--- src/rtl/prog_loader_pkg.sv ---
// prog_loader_pkg: shared types and constants for the program loader.
//   state_t   - loader FSM states
//   OPC_W     - opcode width
//   K_W       - K field width
//   INSTR_W   - instruction word width (opcode + K)
//   MAX_WORDS - word count encoded by a COUNT byte of 0
package prog_loader_pkg;

  typedef enum logic [2:0] {
    IDLE  = 3'd0,
    HI    = 3'd1,
    LO    = 3'd2,
    WRITE = 3'd3,
    CHK   = 3'd4,
    DONE  = 3'd5,
    ERR   = 3'd6
  } state_t;

  localparam int OPC_W     = 7;
  localparam int K_W       = 8;
  localparam int INSTR_W   = OPC_W + K_W;
  localparam int MAX_WORDS = 256;

endpackage

--- src/rtl/prog_loader_xsum.sv ---
// prog_loader_xsum: 8-bit XOR accumulator over accepted stream bytes.
// Ports:
//   clk, rst_n - clock, async active-low reset
//   clear      - zero the accumulator (takes priority over accept)
//   accept     - fold data into the accumulator this cycle
//   data       - stream byte
//   sum        - running XOR of all bytes accepted since the last clear
module prog_loader_xsum (
  input  logic       clk,
  input  logic       rst_n,
  input  logic       clear,
  input  logic       accept,
  input  logic [7:0] data,
  output logic [7:0] sum
);

  always_ff @(posedge clk or negedge rst_n) begin
    if (!rst_n) begin
      sum <= '0;
    end else if (clear) begin
      sum <= '0;
    end else if (accept) begin
      sum <= sum ^ data;
    end
  end

endmodule

--- src/rtl/prog_loader.sv ---
// prog_loader: loads a framed byte stream (COUNT, then HI/LO pairs) into
// instruction memory starting at address 0 and releases the CPU when done.
// Optional feature: define PROG_LOADER_CHECKSUM_EN to require a trailing
// XOR checksum byte over COUNT, HI and LO bytes before releasing the CPU.
// Ports:
//   clk, rst_n        - clock, async active-low reset
//   in_valid/in_data  - byte stream in; in_ready - byte accepted this cycle
//   load_start        - restart pulse, honoured only in DONE or ERR
//   im_we/im_addr/im_wdata - instruction memory write port
//   cpu_run           - CPU released
//   error             - sticky framing/checksum error
//   loaded_count      - words written in the current load
//
// state | meaning
// IDLE  | waiting for COUNT byte
// HI    | waiting for opcode byte (bit 7 must be 0)
// LO    | waiting for K byte
// WRITE | one-cycle memory write of assembled word
// CHK   | waiting for checksum byte (checksum build only)
// DONE  | image loaded, CPU running
// ERR   | framing or checksum error, CPU held
module prog_loader #(
  parameter int ADDR_W  = 8,
  parameter int INSTR_W = 15
) (
  input  logic               clk,
  input  logic               rst_n,
  input  logic               in_valid,
  input  logic [7:0]         in_data,
  output logic               in_ready,
  input  logic               load_start,
  output logic               im_we,
  output logic [ADDR_W-1:0]  im_addr,
  output logic [INSTR_W-1:0] im_wdata,
  output logic               cpu_run,
  output logic               error,
  output logic [ADDR_W:0]    loaded_count
);

  import prog_loader_pkg::*;

  localparam int REM_W = ADDR_W + 1;

  state_t             state;
  logic [REM_W-1:0]   remaining;
  logic [ADDR_W-1:0]  addr;
  logic [OPC_W-1:0]   opcode;
  logic               accept;
  logic [REM_W-1:0]   rem_init;
  logic               restart;

  assign in_ready = (state == IDLE) || (state == HI) ||
                    (state == LO)   || (state == CHK);
  assign im_we    = (state == WRITE);
  assign accept   = in_valid && in_ready;
  assign restart  = load_start && ((state == DONE) || (state == ERR));
  // A COUNT of 0 stands for a full 256-word image.
  assign rem_init = (in_data == 8'd0) ? REM_W'(MAX_WORDS) : REM_W'(in_data);

`ifdef PROG_LOADER_CHECKSUM_EN
  logic [7:0] xsum;

  // Restart is the only way back into IDLE after reset, so it doubles as
  // the accumulator clear; the checksum byte itself is never folded in.
  prog_loader_xsum u_xsum (
    .clk    (clk),
    .rst_n  (rst_n),
    .clear  (restart),
    .accept (accept && (state != CHK)),
    .data   (in_data),
    .sum    (xsum)
  );
`endif

  always_ff @(posedge clk or negedge rst_n) begin
    if (!rst_n) begin
      state        <= IDLE;
      remaining    <= '0;
      addr         <= '0;
      opcode       <= '0;
      im_addr      <= '0;
      im_wdata     <= '0;
      cpu_run      <= 1'b0;
      error        <= 1'b0;
      loaded_count <= '0;
    end else begin
      case (state)
        IDLE: if (accept) begin
          remaining <= rem_init;
          addr      <= '0;
          state     <= HI;
        end
        HI: if (accept) begin
          if (in_data[7]) begin
            error <= 1'b1;
            state <= ERR;
          end else begin
            opcode <= in_data[OPC_W-1:0];
            state  <= LO;
          end
        end
        LO: if (accept) begin
          im_wdata <= {opcode, in_data};
          im_addr  <= addr;
          state    <= WRITE;
        end
        WRITE: begin
          addr         <= addr + 1'b1;
          remaining    <= remaining - 1'b1;
          loaded_count <= loaded_count + 1'b1;
          if (remaining == REM_W'(1)) begin
`ifdef PROG_LOADER_CHECKSUM_EN
            state <= CHK;
`else
            cpu_run <= 1'b1;
            state   <= DONE;
`endif
          end else begin
            state <= HI;
          end
        end
`ifdef PROG_LOADER_CHECKSUM_EN
        CHK: if (accept) begin
          if (in_data == xsum) begin
            cpu_run <= 1'b1;
            state   <= DONE;
          end else begin
            error <= 1'b1;
            state <= ERR;
          end
        end
`endif
        DONE, ERR: if (restart) begin
          cpu_run      <= 1'b0;
          error        <= 1'b0;
          loaded_count <= '0;
          state        <= IDLE;
        end
        default: state <= IDLE;
      endcase
    end
  end

endmodule

--- config.mk ---
export PLATFORM = sky130hd
export DESIGN_NAME = prog_loader
export DESIGN_NICKNAME = d
export VERILOG_FILES = /design/src/rtl/prog_loader_pkg.sv /design/src/rtl/prog_loader_xsum.sv /design/src/rtl/prog_loader.sv
export SDC_FILE = /design/constraint.sdc
export NUM_CORES = 1
export LEC_CHECK = 0
export BUFFER_PORTS_ARGS = -buffer_cell sky130_fd_sc_hd__buf_2
export CAP_MARGIN = 10
export CELL_PAD_IN_SITES_DETAIL_PLACEMENT = 0
export CELL_PAD_IN_SITES_GLOBAL_PLACEMENT = 1
export CORE_MARGIN = 1
export CORE_UTILIZATION = 35
export CTS_CLUSTER_DIAMETER = 30
export DETAILED_ROUTE_END_ITERATION = 7
export GPL_ROUTABILITY_DRIVEN = 0
export PLACE_DENSITY = 0.61
export SYNTH_ARGS = -nofsm -noshare
export SYNTH_HDL_FRONTEND = slang
export SYNTH_SLANG_ARGS = --single-unit
--- constraint.sdc ---
create_clock -name clk -period 2.05 [get_ports clk]
set_clock_uncertainty 0.15 [all_clocks]
set_input_delay 0.3075 -clock clk [delete_from_list [all_inputs] [get_ports clk]]
set_output_delay 0.3075 -clock clk [all_outputs]
set_load 0.005 [all_outputs]
==> impl_metrics.csv, run 1 <==
group,metric,value,unit
run_status,outcome,"finished, final reports clean",
power,total_power,4.58,mW
sta,tightest_slew,0.553,ns
cells_and_area,diodes,0,
route,drt_iter0_markers,44,
job,max-cap-violations,0,
sta,max_freq,0.529,GHz
worst_setup_path,worstPathMaxFanout,9,
power,p_per_area,1330,mW/mm^2
cts,clkLatencyLatePin,0.33,ns
cts,clock_path_buffers,2,
worst_setup_path,cp.required,1.59,ns
cells_and_area,syn2layout_area_growth,22.7,%
floorplanning,dieHeight,91.4,um
min_path,hold_class,"in2reg",
sta,period_minus_slack,1.89,ns
route,via_per_inst,5.09,
yosys,syn_nets,262,
worst_setup_path,worstSetupPathType,"reg2out",
sta,hold_viol,0,
worst_setup_path,crit_arrival,1.43,ns
route,firstDrtPassIters,4,
route,num_vias,2113,
sta,fin_setup_tns,0,ns
power,power.share.combinational,33.4,%
worst_setup_path,rr_startpoint,"state[1]",
sta,rsz0062_at_grt,"no",
power,p_int,3.03,mW
sta,slew_viol_final,0,
global_routing,grt_usage,15.4,%
sta,min_period_over_period,92.3,%
sta,finalSetupViolations,0,
yosys,postSynthAreaPerCell,11.4,um^2
global_routing,antenna_found_initial,0,
cells_and_area,drive_gt1_share,34.8,%
floorplanning,initial_core_util,36.2,%
yosys,synthCells,246,
placement,place_ws,0.178,ns
floorplanning,die_x,91.4,um
cells_and_area,nFillCells,775,
worst_setup_path,crit_path_start_kind,"flop",
global_routing,grt_pass1_wl,9950,um
cells_and_area,final_common_cell,"dfrtp_1",
route,drc,0,
floorplanning,ioPinCount,48,
yosys,yosysSeqAreaShare,54.5,%
worst_setup_path,r2r_slack,0.18,ns
floorplanning,core,0.00773,mm^2
placement,place_inst,398,
worst_setup_path,reg2reg_depth,4,
sta,max_slew_margin,63.2,%
global_routing,grt_overflow,0,
min_path,min_from,"in_data[1]",
power,clkPwrFrac,23.2,%
sta,worst_slack,0.158,ns
yosys,synth_seq_cells,61,
route,routedWlPerCell,14.0,um
min_path,min_path_cells,3,
power,peakVddDrop,0.582,mV
floorplanning,num_rows,32,
cells_and_area,final_cell_mix,"60 x dfrtp_1, 47 x buf_2, 29 x mux2_2",
worst_setup_path,worstPathCellList,"nand3b_1, inv_2, buf_4, buf_2",
placement,dp_hpwl,4130,um
cells_and_area,seq_area,0.00153,mm^2
worst_setup_path,critPathMaxStageDelay,0.54,ns
global_routing,grt_pass1_vias,2034,
cells_and_area,nNetsFinal,324,
yosys,synth_cell_type_count,45,
placement,portBuffers,47,
route,ant_nets,0,
cells_and_area,multi_input_area,0.00120,mm^2
cts,clock-root-buffer,"clkbuf_8",
worst_setup_path,critPathLaunch,"state[1]",
cts,h-tree-depth,3,
cells_and_area,fin_cells,415,
cts,clock_sinks,61,
min_path,holdPathEnd,"remaining[1]",
cts,cts-buffers-inserted,9,
route,drt_wl_total,5820,um
worst_setup_path,slowest_stage,"dfrtp_1",
floorplanning,dieArea,0.00836,mm^2
global_routing,grt_max_degree,43,
power,swShare,33.8,%
cts,path_clk_slew,0.07,ns
cts,cts_tree,"done",
yosys,ys_warn_count,0,
power,p_leak,1.57,nW
power,p_sw,1.55,mW
power,sequentialPowerShare,43.4,%
worst_setup_path,r2r_end,"remaining[4]",
yosys,synthesis.area,0.00280,mm^2
worst_setup_path,cp-end-kind,"output port",
how the worst max path moves through the flow:
stage / end / cells after the start / slack, ns
after floorplan: im_wdata[0] / 5 / 0.30
after global placement: remaining[4] / 4 / 0.17
after detailed placement: remaining[4] / 4 / 0.18
after CTS: im_we / 4 / 0.1
after global routing: im_we / 4 / 0.02
final: im_we / 4 / 0.16
cell families after synthesis:
group | share of synthesized area (%)
xor+xnor | 0.939
flops | 54.5
mux | 12.8
buf+inv | 2.64
fa+ha+maj | 1.79
simple gates | 14.9
compound gates | 12.4
state kept, by name, summed over array words and instances (netlist names):
register,cells
state,3
remaining,9
im_wdata,15
opcode,7
im_addr,8
addr,8
loaded_count,9
cpu_run,1
error,1
per-layer routing:
layer  vias up  part of all wire, %  track usage (%)
met2        43                   44             23.0
li1       1042                    -                -
met4         0                  1.9             7.14
met1      1020                   50             21.4
met5         -                    0                0
met3         8                  4.0             3.02
timing repair:
| action | CTS | global route |
|---|---|---|
| buffers inserted | 0 | 0 |
| setup endpoints to repair | 0 | 1 |
| hold buffers | 1 | 0 |
| gates resized for setup | 0 | 1 |
| hold endpoints to repair | 19 | 0 |
metrics by stage:
| step | hold WS (ns) | utilization (%) | cell area (um^2) |
|---|---|---|---|
| floorplan | -0.138 | - | 2800 |
| global placement | 0.151 | 41.7 | 3220 |
| detailed placement | 0.151 | 41.7 | 3220 |
| CTS | 0.0884 | 44.4 | 3430 |
| global route | 0.108 | 44.4 | 3430 |
| finish | 0.103 | 44.4 | 3430 |
power groups by stage:
stage / clock [mW] / combinational [mW] / sequential, mW
CTS: 1.10 / 1.56 / 1.99
detailed placement: 0 / 1.55 / 2.01
floorplan: 0 / 1.01 / 1.94
global route: 1.15 / 1.73 / 2.06
finish: 1.06 / 1.53 / 1.99
global placement: 0 / 1.54 / 1.99
synth_stat cells, drive strengths merged:
cell / instances / area [um^2]
ha: 4 / 50.1
a22oi: 1 / 7.51
xor2: 3 / 26.3
dfrtp: 61 / 1530
nor3b: 1 / 7.51
nor2b: 3 / 18.8
or4b: 1 / 10.0
o41ai: 1 / 8.76
nand3: 10 / 50.1
a31oi: 1 / 6.26
nand4: 5 / 31.3
a21oi: 9 / 48.8
a22o: 1 / 8.76
nor4b: 1 / 23.8
a211oi: 4 / 30.0
a21o: 1 / 7.51
a41oi: 1 / 8.76
o221ai: 1 / 8.76
nor4: 1 / 6.26
and2: 1 / 6.26
inv: 5 / 18.8
o311ai: 5 / 43.8
nand2: 27 / 101
or4: 2 / 15.0
o211ai: 6 / 45.0
nand3b: 1 / 7.51
or3: 1 / 6.26
buf: 8 / 51.3
nand2b: 8 / 50.1
nor2: 10 / 40.0
o22ai: 2 / 12.5
clkbuf: 1 / 3.75
o21ai: 16 / 80.1
mux2i: 2 / 20.0
and4: 1 / 8.76
nor3: 6 / 35.0
mux2: 30 / 338
o31ai: 4 / 30.0
critical path, delay by kind of cell (launching register included):
family | cells | cell delay (ns)
buf+inv | 3 | 0.40
flops | 1 | 0.54
simple gates | 1 | 0.16
area by class of cell:
type | count | share of cell area (%)
timing repair buffer | 60 | 10.5
multi-input combinational | 171 | 34.9
clock inverter | 5 | 1.75
tap | 102 | 3.72
clock buffer | 11 | 4.12
sequential | 61 | 44.5
inverter | 5 | 0.546
(Power assumes the default switching activity.)
==> run 2: changes to the inputs <==
--- a/config.mk
+++ b/config.mk
@@ -14,6 +14,7 @@
 export CTS_CLUSTER_DIAMETER = 30
 export DETAILED_ROUTE_END_ITERATION = 7
 export GPL_ROUTABILITY_DRIVEN = 0
+export MAX_ROUTING_LAYER = met4
 export PLACE_DENSITY = 0.61
 export SYNTH_ARGS = -nofsm -noshare
 export SYNTH_HDL_FRONTEND = slang
==> run 2 against run 1 <==
Global-route usage increased by 0.50 points. Clock power about the same. Cell area unchanged. Hold slack got worse by 0.00052 ns. Sequential power about the same. Via count unchanged. Core utilization unchanged. Largest cell class unchanged. Highest routed layer unchanged.
==> impl_metrics.csv, run 2 (same netlist as run 1, synthesis figures left out) <==
group,metric,value,unit
run_status,outcome,"finished, final reports clean",
global_routing,antenna_found_initial,0,
cts,clock_sinks,61,
cells_and_area,reg_top3,"im_wdata: 15 flops, loaded_count: 9 flops, remaining: 9 flops",
cells_and_area,diodes,0,
cts,path_clk_slew,0.07,ns
worst_setup_path,crit_buf_inv,3,
worst_setup_path,crit_path_start_kind,"flop",
cells_and_area,largest_reg_flops,15,
job,max-cap-violations,0,
min_path,hold_class,"in2reg",
sta,max_freq,0.529,GHz
power,p_leak,1.57,nW
worst_setup_path,worstSetupPathType,"reg2out",
cts,h-tree-depth,3,
cts,clock-root-buffer,"clkbuf_8",
cells_and_area,final_area,0.00343,mm^2
worst_setup_path,crit_arrival,1.43,ns
floorplanning,dieArea,0.00836,mm^2
worst_setup_path,worstPathMaxFanout,9,
global_routing,grt_pass1_vias,2033,
worst_setup_path,critPathMaxStageDelay,0.54,ns
route,routedWlPerCell,14.0,um
sta,finalSetupViolations,0,
global_routing,grt_max_degree,43,
sta,tightest_slew,0.553,ns
worst_setup_path,crit_family,"flip-flops",
floorplanning,ioPinCount,48,
floorplanning,die_x,91.4,um
global_routing,grt_pass1_wl,9980,um
route,ant_nets,0,
worst_setup_path,cp-end-kind,"output port",
worst_setup_path,rr_startpoint,"state[1]",
cts,clkLatencyLatePin,0.33,ns
cts,cts-buffers-inserted,9,
worst_setup_path,critPathLaunch,"state[1]",
min_path,min_from,"in_data[4]",
power,p_per_area,1330,mW/mm^2
worst_setup_path,worstPathCellList,"nand3b_1, inv_2, buf_4, buf_2",
cells_and_area,nNetsFinal,324,
cells_and_area,regMostFlops,"im_wdata",
cells_and_area,final_cell_mix,"60 x dfrtp_1, 47 x buf_2, 29 x mux2_2",
route,drt_iter0_markers,41,
cells_and_area,syn2layout_area_growth,22.7,%
power,peakVddDrop,0.582,mV
cts,cts_setup_buffers,0,
route,drc,0,
cts,cts_tree,"done",
sta,slew_viol_final,0,
worst_setup_path,r2r_slack,0.18,ns
cells_and_area,drive_gt1_share,34.8,%
sta,max_slew_margin,63.2,%
sta,fin_setup_tns,0,ns
sta,min_period_over_period,92.3,%
floorplanning,num_rows,32,
floorplanning,core,0.00773,mm^2
route,num_vias,2113,
worst_setup_path,slowest_stage,"dfrtp_1",
route,via_per_inst,5.09,
global_routing,grt_overflow,0,
worst_setup_path,cp.required,1.59,ns
cells_and_area,fin_cells,415,
sta,period_minus_slack,1.89,ns
sta,hold_viol,0,
cells_and_area,nFillCells,775,
placement,dp_hpwl,4130,um
placement,place_inst,398,
sta,rsz0062_at_grt,"no",
floorplanning,dieHeight,91.4,um
floorplanning,initial_core_util,36.2,%
cts,clock_path_buffers,2,
route,firstDrtPassIters,4,
placement,portBuffers,47,
global_routing,grt_usage,15.9,%
placement,place_area,0.00322,mm^2
route,drt_wl_total,5820,um
cells_and_area,final_common_cell,"dfrtp_1",
[run 2: stage by stage]
stage                     hold WS (ns)  utilization, %  setup slack, ns  total power [mW]
after floorplan                 -0.138               -            0.297              2.94
after global placement           0.151            41.7            0.172              3.53
after detailed placement         0.151            41.7            0.178              3.56
after CTS                       0.0884            44.4           0.0963              4.65
after global routing             0.108            44.4           0.0245              4.94
final                            0.103            44.4            0.158              4.58
[run 2: cell type report]
type / instances / area (um^2) / area share [%]
clock buffers: 11 / 141 / 4.12
clock inverters: 5 / 60.1 / 1.75
inverters: 5 / 18.8 / 0.546
multi-input cells: 171 / 1200 / 34.9
flip-flops and latches: 61 / 1530 / 44.5
well taps: 102 / 128 / 3.72
repair buffers: 60 / 360 / 10.5
[run 2: power breakdown]
part	internal, mW	total, mW	switching (mW)
registers	1.64	1.99	0.345
logic	0.791	1.53	0.739
clock network	0.597	1.07	0.469
total	3.03	4.58	1.55
[run 2: final timing paths]
path	to	cells past startpoint
min in group asynchronous	im_addr[6]	2
max	im_we	4
min reg2reg	addr[7]	1
max in group asynchronous	state[2]	3
min	opcode[4]	2
max reg2reg	remaining[4]	4
[run 2: per-layer routing]
layer / vias up / track usage [%] / wire (um)
met3: 8 / 2.85 / 242
met2: 45 / 22.8 / 2550
li1: 1041 / - / -
met4: 0 / 7.14 / 109
met5: - / - / 0
met1: 1019 / 21.8 / 2910
[run 2: worst reg2reg max path: stages (launching register included)]
cell	delay, ns
dfrtp_1	0.50
or4b_1	0.67
nand2_1	0.17
a21oi_1	0.07
a211oi_1	0.21
[run 2: timing repair]
| action | CTS | global route |
|---|---|---|
| hold buffers | 1 | 0 |
| setup endpoints to repair | 0 | 1 |
| resized for setup | 0 | 1 |
| endpoints found under the hold margin | 19 | 0 |
==> run 3: changes to the inputs <==
--- a/config.mk
+++ b/config.mk
@@ -5,6 +5,7 @@
 export SDC_FILE = /design/constraint.sdc
 export NUM_CORES = 1
 export LEC_CHECK = 0
+export ABC_AREA = 1
 export BUFFER_PORTS_ARGS = -buffer_cell sky130_fd_sc_hd__buf_2
 export CAP_MARGIN = 10
 export CELL_PAD_IN_SITES_DETAIL_PLACEMENT = 0
@@ -15,7 +16,7 @@
 export DETAILED_ROUTE_END_ITERATION = 7
 export GPL_ROUTABILITY_DRIVEN = 0
 export MAX_ROUTING_LAYER = met4
-export PLACE_DENSITY = 0.61
+export PLACE_DENSITY = 0.64
 export SYNTH_ARGS = -nofsm -noshare
 export SYNTH_HDL_FRONTEND = slang
 export SYNTH_SLANG_ARGS = --single-unit
==> run 3 against run 2 <==
Synthesized area grew 7.5%. Count of clock-buffer cells in the layout shrank 1. Register-to-register slack gained 0.17 ns. Critical path depth grew 1. Global-route usage grew 1.8 points. Via count grew 17%. Sequential power is essentially flat. Hold slack lost 0.0084 ns. Cell area grew 4.2%. Final cell count grew 25%. Critical path type unchanged.
==> impl_metrics.csv, run 3 <==
group,metric,value,unit
run_status,outcome,"finished, final reports clean",
cells_and_area,nNetsFinal,424,
yosys,yosysSeqAreaShare,50.7,%
placement,place_area,0.00338,mm^2
sta,max_slew_margin,63.9,%
sta,hold_viol,0,
global_routing,grt_pass1_wl,11600,um
placement,dp_hpwl,5040,um
cells_and_area,final_area,0.00358,mm^2
yosys,synth_common_cells,"82 x nand2_1, 61 x dfrtp_1, 51 x inv_1",
job,max-cap-violations,0,
worst_setup_path,r2r_slack,0.35,ns
global_routing,grt_usage,17.7,%
worst_setup_path,worstPathCellList,"inv_2, nand3_2, inv_2, buf_12, buf_2",
cts,clock_sinks,61,
cells_and_area,diodes,0,
cts,cts_tree,"done",
cts,clkLatencyLatePin,0.34,ns
global_routing,grt_overflow,0,
floorplanning,core,0.00826,mm^2
worst_setup_path,critPathMaxStageDelay,0.46,ns
cells_and_area,syn2layout_area_growth,19.0,%
power,peakVddDrop,0.462,mV
worst_setup_path,cp_common_cell,"inv_2",
cells_and_area,regMostFlops,"im_wdata",
worst_setup_path,worstSetupPathType,"reg2out",
sta,finalSetupViolations,0,
worst_setup_path,cp-end-kind,"output port",
yosys,synthCells,353,
route,ant_nets,0,
worst_setup_path,critPathLaunch,"state[2]",
min_path,min_path_cells,3,
worst_setup_path,r2r_end,"remaining[8]",
yosys,synth_seq_cells,61,
yosys,synth-edff-count,0,
worst_setup_path,worstPathMaxFanout,15,
cts,clock_path_buffers,2,
worst_setup_path,slowest_stage,"dfrtp_1",
min_path,min_from,"in_data[2]",
yosys,yosys.area.top_type,"dfrtp_1",
yosys,synth.most_common_cell,"nand2_1",
worst_setup_path,rr_startpoint,"state[2]",
cts,clock-root-buffer,"clkbuf_8",
route,routedWlPerCell,13.5,um
yosys,synth-async-reset-ratio,100,%
placement,place_ws,0.376,ns
yosys,synth_top_cell_area_share,50.7,%
sta,fin_setup_tns,0,ns
global_routing,grt_max_degree,45,
route,via_per_inst,4.78,
sta,rsz0062_at_grt,"no",
global_routing,grt_pass1_vias,2339,
floorplanning,dieArea,0.00897,mm^2
power,total_power,4.94,mW
sta,max_freq,0.523,GHz
cells_and_area,drive_gt1_share,23.0,%
floorplanning,die_x,94.7,um
yosys,postSynthAreaPerCell,8.52,um^2
yosys,ys_warn_count,0,
yosys,synth_top_flop_cell,"dfrtp_1",
sta,min_period_over_period,93.3,%
cells_and_area,reg_top3,"im_wdata: 15 flops, loaded_count: 9 flops, remaining: 9 flops",
floorplanning,ioPinCount,48,
power,p_per_area,1380,mW/mm^2
worst_setup_path,crit_buf_inv,4,
sta,slew_viol_final,0,
placement,place_inst,501,
cells_and_area,fin_cells,518,
yosys,synthTopCellsByArea,"dfrtp_1 51%, nand2_1 10%, inv_1 6.4%",
worst_setup_path,crit_arrival,1.45,ns
floorplanning,initial_core_util,36.4,%
cells_and_area,largest_reg_flops,15,
cells_and_area,final_cell_mix,"82 x nand2_1, 61 x dfrtp_1, 50 x inv_1",
worst_setup_path,crit_cells,5,
yosys,syn_nets,369,
cells_and_area,final_common_cell,"nand2_1",
sta,worst_slack,0.138,ns
yosys,synth_cell_type_count,31,
route,drt_wl_total,6970,um
min_path,holdPathEnd,"remaining[2]",
cts,path_clk_slew,0.07,ns
route,num_vias,2477,
yosys,synthesis.area,0.00301,mm^2
cts,cts_setup_buffers,0,
sta,period_minus_slack,1.91,ns
route,drt_iter0_markers,137,
global_routing,antenna_found_initial,0,
floorplanning,dieHeight,94.7,um
route,firstDrtPassIters,5,
power,p_leak,1.88,nW
worst_setup_path,reg2reg_depth,7,
worst_setup_path,cp.required,1.59,ns
worst_setup_path,crit_family,"buffers and inverters",
floorplanning,num_rows,33,
cts,cts-buffers-inserted,9,
cts,h-tree-depth,3,
sta,tightest_slew,0.538,ns
min_path,hold_class,"in2reg",
worst_setup_path,crit_path_start_kind,"flop",
route,drc,0,
placement,portBuffers,47,
==> run 3: changes by cell type in the layout (fill, tap and decap cells not counted), sizes merged, moves of 8 or more <==
cell / change
nand3: +24
mux2: -23
o21ai: +29
inv: +51
nor2: +12
nand2b: -8
nand2: +59
==> run 3: per-stage QoR <==
| stage | hold slack (ns) | utilization (%) |
|---|---|---|
| 2_1_floorplan | -0.138 | - |
| 3_3_place_gp | 0.121 | 40.9 |
| 3_5_place_dp | 0.128 | 40.9 |
| 4_1_cts | 0.0866 | 43.3 |
| 5_1_grt | 0.106 | 43.3 |
| 6_report | 0.0942 | 43.3 |
==> run 3: worst register-to-register path: stages (launching register included) <==
cell	delay, ns
dfrtp_1	0.46
inv_2	0.17
nand3_2	0.09
buf_4	0.20
nand2_2	0.23
inv_2	0.09
nor2_1	0.12
a21oi_1	0.07
==> run 3: worst max path at each step <==
stage                   endpoint  slack (ns)
global route               im_we        0.03
global placement    remaining[7]        0.42
floorplan           remaining[7]        0.63
CTS                        im_we        0.04
detailed placement  remaining[8]        0.38
finish                     im_we        0.14
==> run 3: metal layers <==
metal	track usage (%)	up-vias	wire length, um
met2	24.2	44	2900
met4	8.21	0	129
met1	25.1	1155	3650
met5	-	-	0
met3	3.30	15	300
li1	-	1263	-
==> run 3: layout make-up <==
cell class / count / area, um^2
tap: 105 / 131
clock inverter: 6 / 63.8
fill: 858 / 4680
clock buffer: 10 / 128
multi-input combinational: 226 / 1190
inverter: 56 / 210
timing repair buffer: 54 / 328
sequential: 61 / 1530
==> run 3: report_power, final <==
part / internal, mW / switching [mW] / total [mW]
combinational: 0.768 / 1.13 / 1.90
clock: 0.559 / 0.487 / 1.05
sequential: 1.65 / 0.337 / 1.99
total: 2.98 / 1.96 / 4.94
==> run 3: repair_timing <==
action                     4_1_cts  5_1_grt
hold endpoints to repair        17        0
setup endpoints to repair        0        1
gates resized for setup          0        1
hold buffers                     1        0
==> run 3: kinds of logic after synthesis <==
logic type               count (synthesis)  share of synthesized area (%)
AO/OA/AOI/OAI                           60                           11.6
adder cells (fa/ha/maj)                  4                           1.66
AND/OR/NAND/NOR                        155                           23.8
buffers and inverters                   66                           9.61
flip-flops                              61                           50.7
multiplexers                             7                           2.62
